[config.mk]
export PLATFORM = sky130hd
export DESIGN_NAME = mc_arch_regs
export DESIGN_NICKNAME = d
export VERILOG_FILES = /design/src/rtl/mc_arch_regs.sv
export SDC_FILE = /design/constraint.sdc
export NUM_CORES = 1
export LEC_CHECK = 0
export BUFFER_PORTS_ARGS = -buffer_cell sky130_fd_sc_hd__buf_2
export CORE_AREA = 2 2 185 187
export DETAILED_ROUTE_END_ITERATION = 12
export DIE_AREA = 0 0 187 189
export PLACE_DENSITY = 0.61
export SLEW_MARGIN = 20
export SYNTH_ARGS = -nofsm -noshare
export SYNTH_HDL_FRONTEND = slang
export SYNTH_SLANG_ARGS = --single-unit
[constraint.sdc]
create_clock -name clk -period 0.9 [get_ports clk]
set_input_delay 0.045 -clock clk [delete_from_list [all_inputs] [get_ports clk]]
set_output_delay 0.045 -clock clk [all_outputs]
set_load 0.005 [all_outputs]
[src/rtl/mc_arch_regs.sv]
// ---------------------------------------------------------------------------
// mc_arch_regs
//   Nonarchitectural and PC register slice of the multicycle RISC-V datapath.
//   It holds PC, OldPC, Instr, Data, A, WriteData and ALUOut under control of
//   the multicycle controller. It drives the memory address, the Result bus
//   and the decoded instruction fields that go back to the controller.
//   Sequencing belongs to the controller; this block only follows enables.
//
// Optional feature macro: MC_INSTRET_EN
//   defined   : InstrCount counts IRWrite edges (wraps, reset to 0)
//   undefined : no counter is built, InstrCount is tied to 0
//
// Ports
//   clk, reset            rising-edge clock, synchronous active-high reset
//   PCWrite               PC <= Result
//   IRWrite               Instr <= ReadData, OldPC <= PC
//   AdrSrc                Adr select: 0 = PC, 1 = Result
//   ResultSrc[1:0]        Result select: ALUOut / Data / ALUResult / 0
//   ALUResult, ReadData   ALU output and memory read data
//   RD1, RD2              register file read ports
//   Adr, Result           memory address and result bus
//   PC, OldPC, Instr      architectural-facing registers
//   op..rd                slices of Instr
//   A, WriteData, ALUOut, Data   per-cycle latches
//   InstrCount            fetch counter
// ---------------------------------------------------------------------------
module mc_arch_regs #(
  parameter logic [31:0] RESET_PC    = 32'h0000_0000,
  parameter logic [31:0] RESET_INSTR = 32'h0000_0013
) (
  input  logic        clk,
  input  logic        reset,
  input  logic        PCWrite,
  input  logic        IRWrite,
  input  logic        AdrSrc,
  input  logic [1:0]  ResultSrc,
  input  logic [31:0] ALUResult,
  input  logic [31:0] ReadData,
  input  logic [31:0] RD1,
  input  logic [31:0] RD2,
  output logic [31:0] Adr,
  output logic [31:0] PC,
  output logic [31:0] OldPC,
  output logic [31:0] Instr,
  output logic [6:0]  op,
  output logic [2:0]  funct3,
  output logic        funct7b5,
  output logic [4:0]  rs1,
  output logic [4:0]  rs2,
  output logic [4:0]  rd,
  output logic [31:0] A,
  output logic [31:0] WriteData,
  output logic [31:0] ALUOut,
  output logic [31:0] Data,
  output logic [31:0] Result,
  output logic [31:0] InstrCount
);

  localparam logic [1:0] RES_ALUOUT = 2'b00;
  localparam logic [1:0] RES_DATA   = 2'b01;
  localparam logic [1:0] RES_ALURES = 2'b10;

  logic [31:0] r_pc;
  logic [31:0] r_old_pc;
  logic [31:0] r_instr;
  logic [31:0] r_data;
  logic [31:0] r_a;
  logic [31:0] r_wd;
  logic [31:0] r_alu_out;
  logic [31:0] w_result;

  // Result uses only pre-edge register values, so a PCWrite from ALUOut
  // picks up the target computed in the previous cycle.
  always_comb begin
    w_result = 32'h0;
    case (ResultSrc)
      RES_ALUOUT: w_result = r_alu_out;
      RES_DATA:   w_result = r_data;
      RES_ALURES: w_result = ALUResult;
      default:    w_result = 32'h0;
    endcase
  end

  // PC and instruction capture. OldPC takes r_pc before this edge updates it,
  // so a fetch that writes PC and Instr together stays consistent.
  always_ff @(posedge clk) begin
    if (reset) begin
      r_pc     <= RESET_PC;
      r_old_pc <= RESET_PC;
      r_instr  <= RESET_INSTR;
    end else begin
      if (PCWrite) r_pc <= w_result;
      if (IRWrite) begin
        r_instr  <= ReadData;
        r_old_pc <= r_pc;
      end
    end
  end

  // Per-cycle latches that break the multicycle paths.
  always_ff @(posedge clk) begin
    if (reset) begin
      r_data    <= 32'h0;
      r_a       <= 32'h0;
      r_wd      <= 32'h0;
      r_alu_out <= 32'h0;
    end else begin
      r_data    <= ReadData;
      r_a       <= RD1;
      r_wd      <= RD2;
      r_alu_out <= ALUResult;
    end
  end

`ifdef MC_INSTRET_EN
  logic [31:0] r_instr_count;

  always_ff @(posedge clk) begin
    if (reset)        r_instr_count <= 32'h0;
    else if (IRWrite) r_instr_count <= r_instr_count + 32'd1;
  end

  assign InstrCount = r_instr_count;
`else
  assign InstrCount = 32'h0;
`endif

  assign Result    = w_result;
  assign Adr       = AdrSrc ? w_result : r_pc;
  assign PC        = r_pc;
  assign OldPC     = r_old_pc;
  assign Instr     = r_instr;
  assign Data      = r_data;
  assign A         = r_a;
  assign WriteData = r_wd;
  assign ALUOut    = r_alu_out;

  // Fields come from the registered Instr, so they only move after an
  // IRWrite edge and are stable through decode.
  assign op       = r_instr[6:0];
  assign rd       = r_instr[11:7];
  assign funct3   = r_instr[14:12];
  assign rs1      = r_instr[19:15];
  assign rs2      = r_instr[24:20];
  assign funct7b5 = r_instr[30];

endmodule
==> impl_metrics.py <==
metrics = {
    "outcome": {
        "status": "finished with violations",
        "failed_checks": "negative setup slack",
    },
    "synth": {
        "synth.most_common_cell": "dfxtp_1",
        "ys_dominant_reg_cell": "dfxtp_1",
        "synth_common_cells": "dfxtp_1, nor2b_1, nor2_1, mux2i_1, buf_4",
        "synthCells": 822,
        "syn_area_per_cell_um2": 10.5,
        "ys_ff_latch": 224,
        "synth_top_area_cell": "dfxtp_1",
        "synth_warnings": 0,
        "synth_cell_type_count": 19,
        "synth_top_area_share_pct": 51.7,
        "synth_area_leaders": "dfxtp_1, mux2i_1, nor2b_1, buf_4, nor2_1",
        "synth-edff-count": 0,
        "synthArstFlopShare_pct": 0,
        "netlist_area_um2": 8670,
        "ys_seq_area_share_pct": 51.7,
    },
    "finish": {
        "fillers": 2931,
        "area_delta_synth_final_pct": 83.0,
        "final_nets": 1641,
        "fin_cells": 1970,
        "final_util_pct": 47.7,
        "antenna_cells": 0,
        "drive_above_1_share_pct": 61.2,
    },
    "die": {
        "num_rows": 67,
        "die_height_um": 189,
        "start_util_pct": 26.0,
        "die-area_um2": 35300,
        "io_pins": 481,
        "coreArea_um2": 33300,
        "die_x_um": 187,
    },
    "worst_hold_path": {
        "hold_class": "primary input to register",
        "min_path_cells": 4,
    },
    "route": {
        "drt_iter0_drc": 218,
        "dr_wl_met2_mm": 17.2,
        "m1WireLength_mm": 11.9,
        "drc_errors": 0,
        "vias": 8308,
        "viasPerCell": 4.22,
        "postRouteAntennaNets": 0,
        "met3_length_mm": 2.48,
        "highest_layer": "met4",
        "drt_pass1_iterations": 4,
        "wl_per_cell_um": 16.5,
        "wirelength_mm": 32.5,
    },
    "timing": {
        "setup_viol": 346,
        "period_minus_slack_ps": 1580,
        "period_share_pct": 175,
        "rsz0062_at_grt": "true",
        "report.final.slew_viol_count": 0,
        "clock_skew_ps": 16.9,
        "max_clock_freq_mhz": 635,
        "layout_setup_ws_ps": -675,
        "hold_slack_ps": 14.6,
        "hold_viol": 0,
    },
    "clock_network": {
        "cts_buffer_depth": 3,
        "cts_max_level": 1,
        "clockRootBuffer": "clkbuf_16",
        "cts_buffers": 25,
        "tritoncts": "yes",
        "cts.sinks": 224,
        "clkTransAtPathRegs_ps": 60,
        "clk-insertion-delay-late_ps": 520,
    },
    "placement": {
        "hpwl_mm": 21.7,
        "placed_cells": 1717,
        "place_congestion": 0.809,
        "io_buffers": 448,
        "post-place-ws_ps": -397,
    },
    "critical_path": {
        "crit_path_start_kind": "register",
        "reg2reg_depth": 4,
        "crit_arrival_ps": 1530,
        "path_class": "register to primary output",
        "worstPathRequired_ps": 850,
        "cp_max_fo": 2,
        "cp-end-kind": "primary output",
    },
    "grt": {
        "grt_max_degree": 33,
        "grtUsageTotal_pct": 16.7,
        "grt_pass1_vias": 8470,
        "antenna_found_initial": 0,
        "grt_overflow_total": 0,
        "grt_pass1_wl_mm": 46.7,
    },
    "power": {
        "p_leak_nw": 7.67,
        "total_power_mw": 26.0,
        "powerDensity_nw_per_um2": 1640,
        "peakVddDrop_uv": 1120,
    },
    "flow_run": {
        "maxCapViolCount": 0,
    },
}
[registers in the layout (all words and copies together), names as in the netlist]
signal,cells
OldPC,32
ALUOut,32
Data,32
WriteData,32
Instr,32
PC,32
A,32
[kinds of logic after synthesis]
family / count (synthesis) / share of synthesized area [%]
multiplexers: 93 / 10.7
buffers and inverters: 148 / 10.4
other: 1 / 0.0433
AO/OA/AOI/OAI: 99 / 12.1
flip-flops: 224 / 51.7
AND/OR/NAND/NOR: 257 / 15.0
[routing by layer]
layer  vias up  global-route usage [%]
met5         -                       0
met4         0                    4.95
met3        70                    4.24
met2       337                    32.0
met1      3933                    18.1
li1       3968                       -
[power breakdown]
| part | total, mW | switching (mW) | internal, mW |
|---|---|---|---|
| sequential | 11.0 | 0.421 | 10.5 |
| clock | 10.1 | 4.00 | 6.13 |
| combinational | 4.88 | 1.99 | 2.90 |
[layout by cell type (no fill, tap or decap), drive strengths merged]
| cell | Yosys | final |
|---|---|---|
| buf | 87 | 612 |
| inv | 32 | 32 |
| dfxtp | 224 | 224 |
| a211o | 3 | 3 |
| a211oi | 32 | 32 |
| conb | 1 | 32 |
| bufinv | 0 | 2 |
| clkbuf | 29 | 36 |
| clkinv | 0 | 5 |
| dlygate4sd3 | 0 | 130 |
| nor2b | 132 | 132 |
| a21oi | 32 | 32 |
| a2bb2oi | 32 | 32 |
| mux2i | 93 | 93 |
| nor2 | 125 | 125 |
[worst max-delay path, stage by stage, from the launching register on]
cell and delay, ps:
dfxtp_4 360, mux2i_4 160, a2bb2oi_2 180, buf_4 140
a21oi_2 40, buf_2 120
[what timing repair did]
action	4_1_cts	5_1_grt
gates cloned	0	0
hold endpoints to repair	190	0
endpoints found under the setup margin	340	346
buffers inserted	72	43
gates resized for setup	325	126
hold buffers	130	0
pin swaps	57	24
[final timing paths]
kind / startpoint / endpoint / slack [ps]
setup / recovery: Data[10] / Adr[10] / -680
hold / removal: ALUResult[30] / PC[30] / 10
setup reg to reg: Data[27] / PC[27] / -220
hold reg to reg: OldPC[18] / OldPC[18] / 490
[final cells by class]
type | instances | area, µm² | area share [%]
clock buffer | 36 | 727 | 4.58
clock inverter | 7 | 85.1 | 0.536
inverter | 32 | 120 | 0.757
multi-input combinational | 481 | 3530 | 22.2
sequential | 224 | 4780 | 30.2
tap | 448 | 561 | 3.53
timing repair buffer | 742 | 6060 | 38.2
[stage by stage]
stage	area [µm²]	TNS, ps
floorplan	8830	-483
global placement	11700	-25360
detailed placement	11700	-26860
CTS	15200	-78000
global route	15900	-86550
finish	15900	-71960
Note: power is estimated with default switching activity, not from simulation.
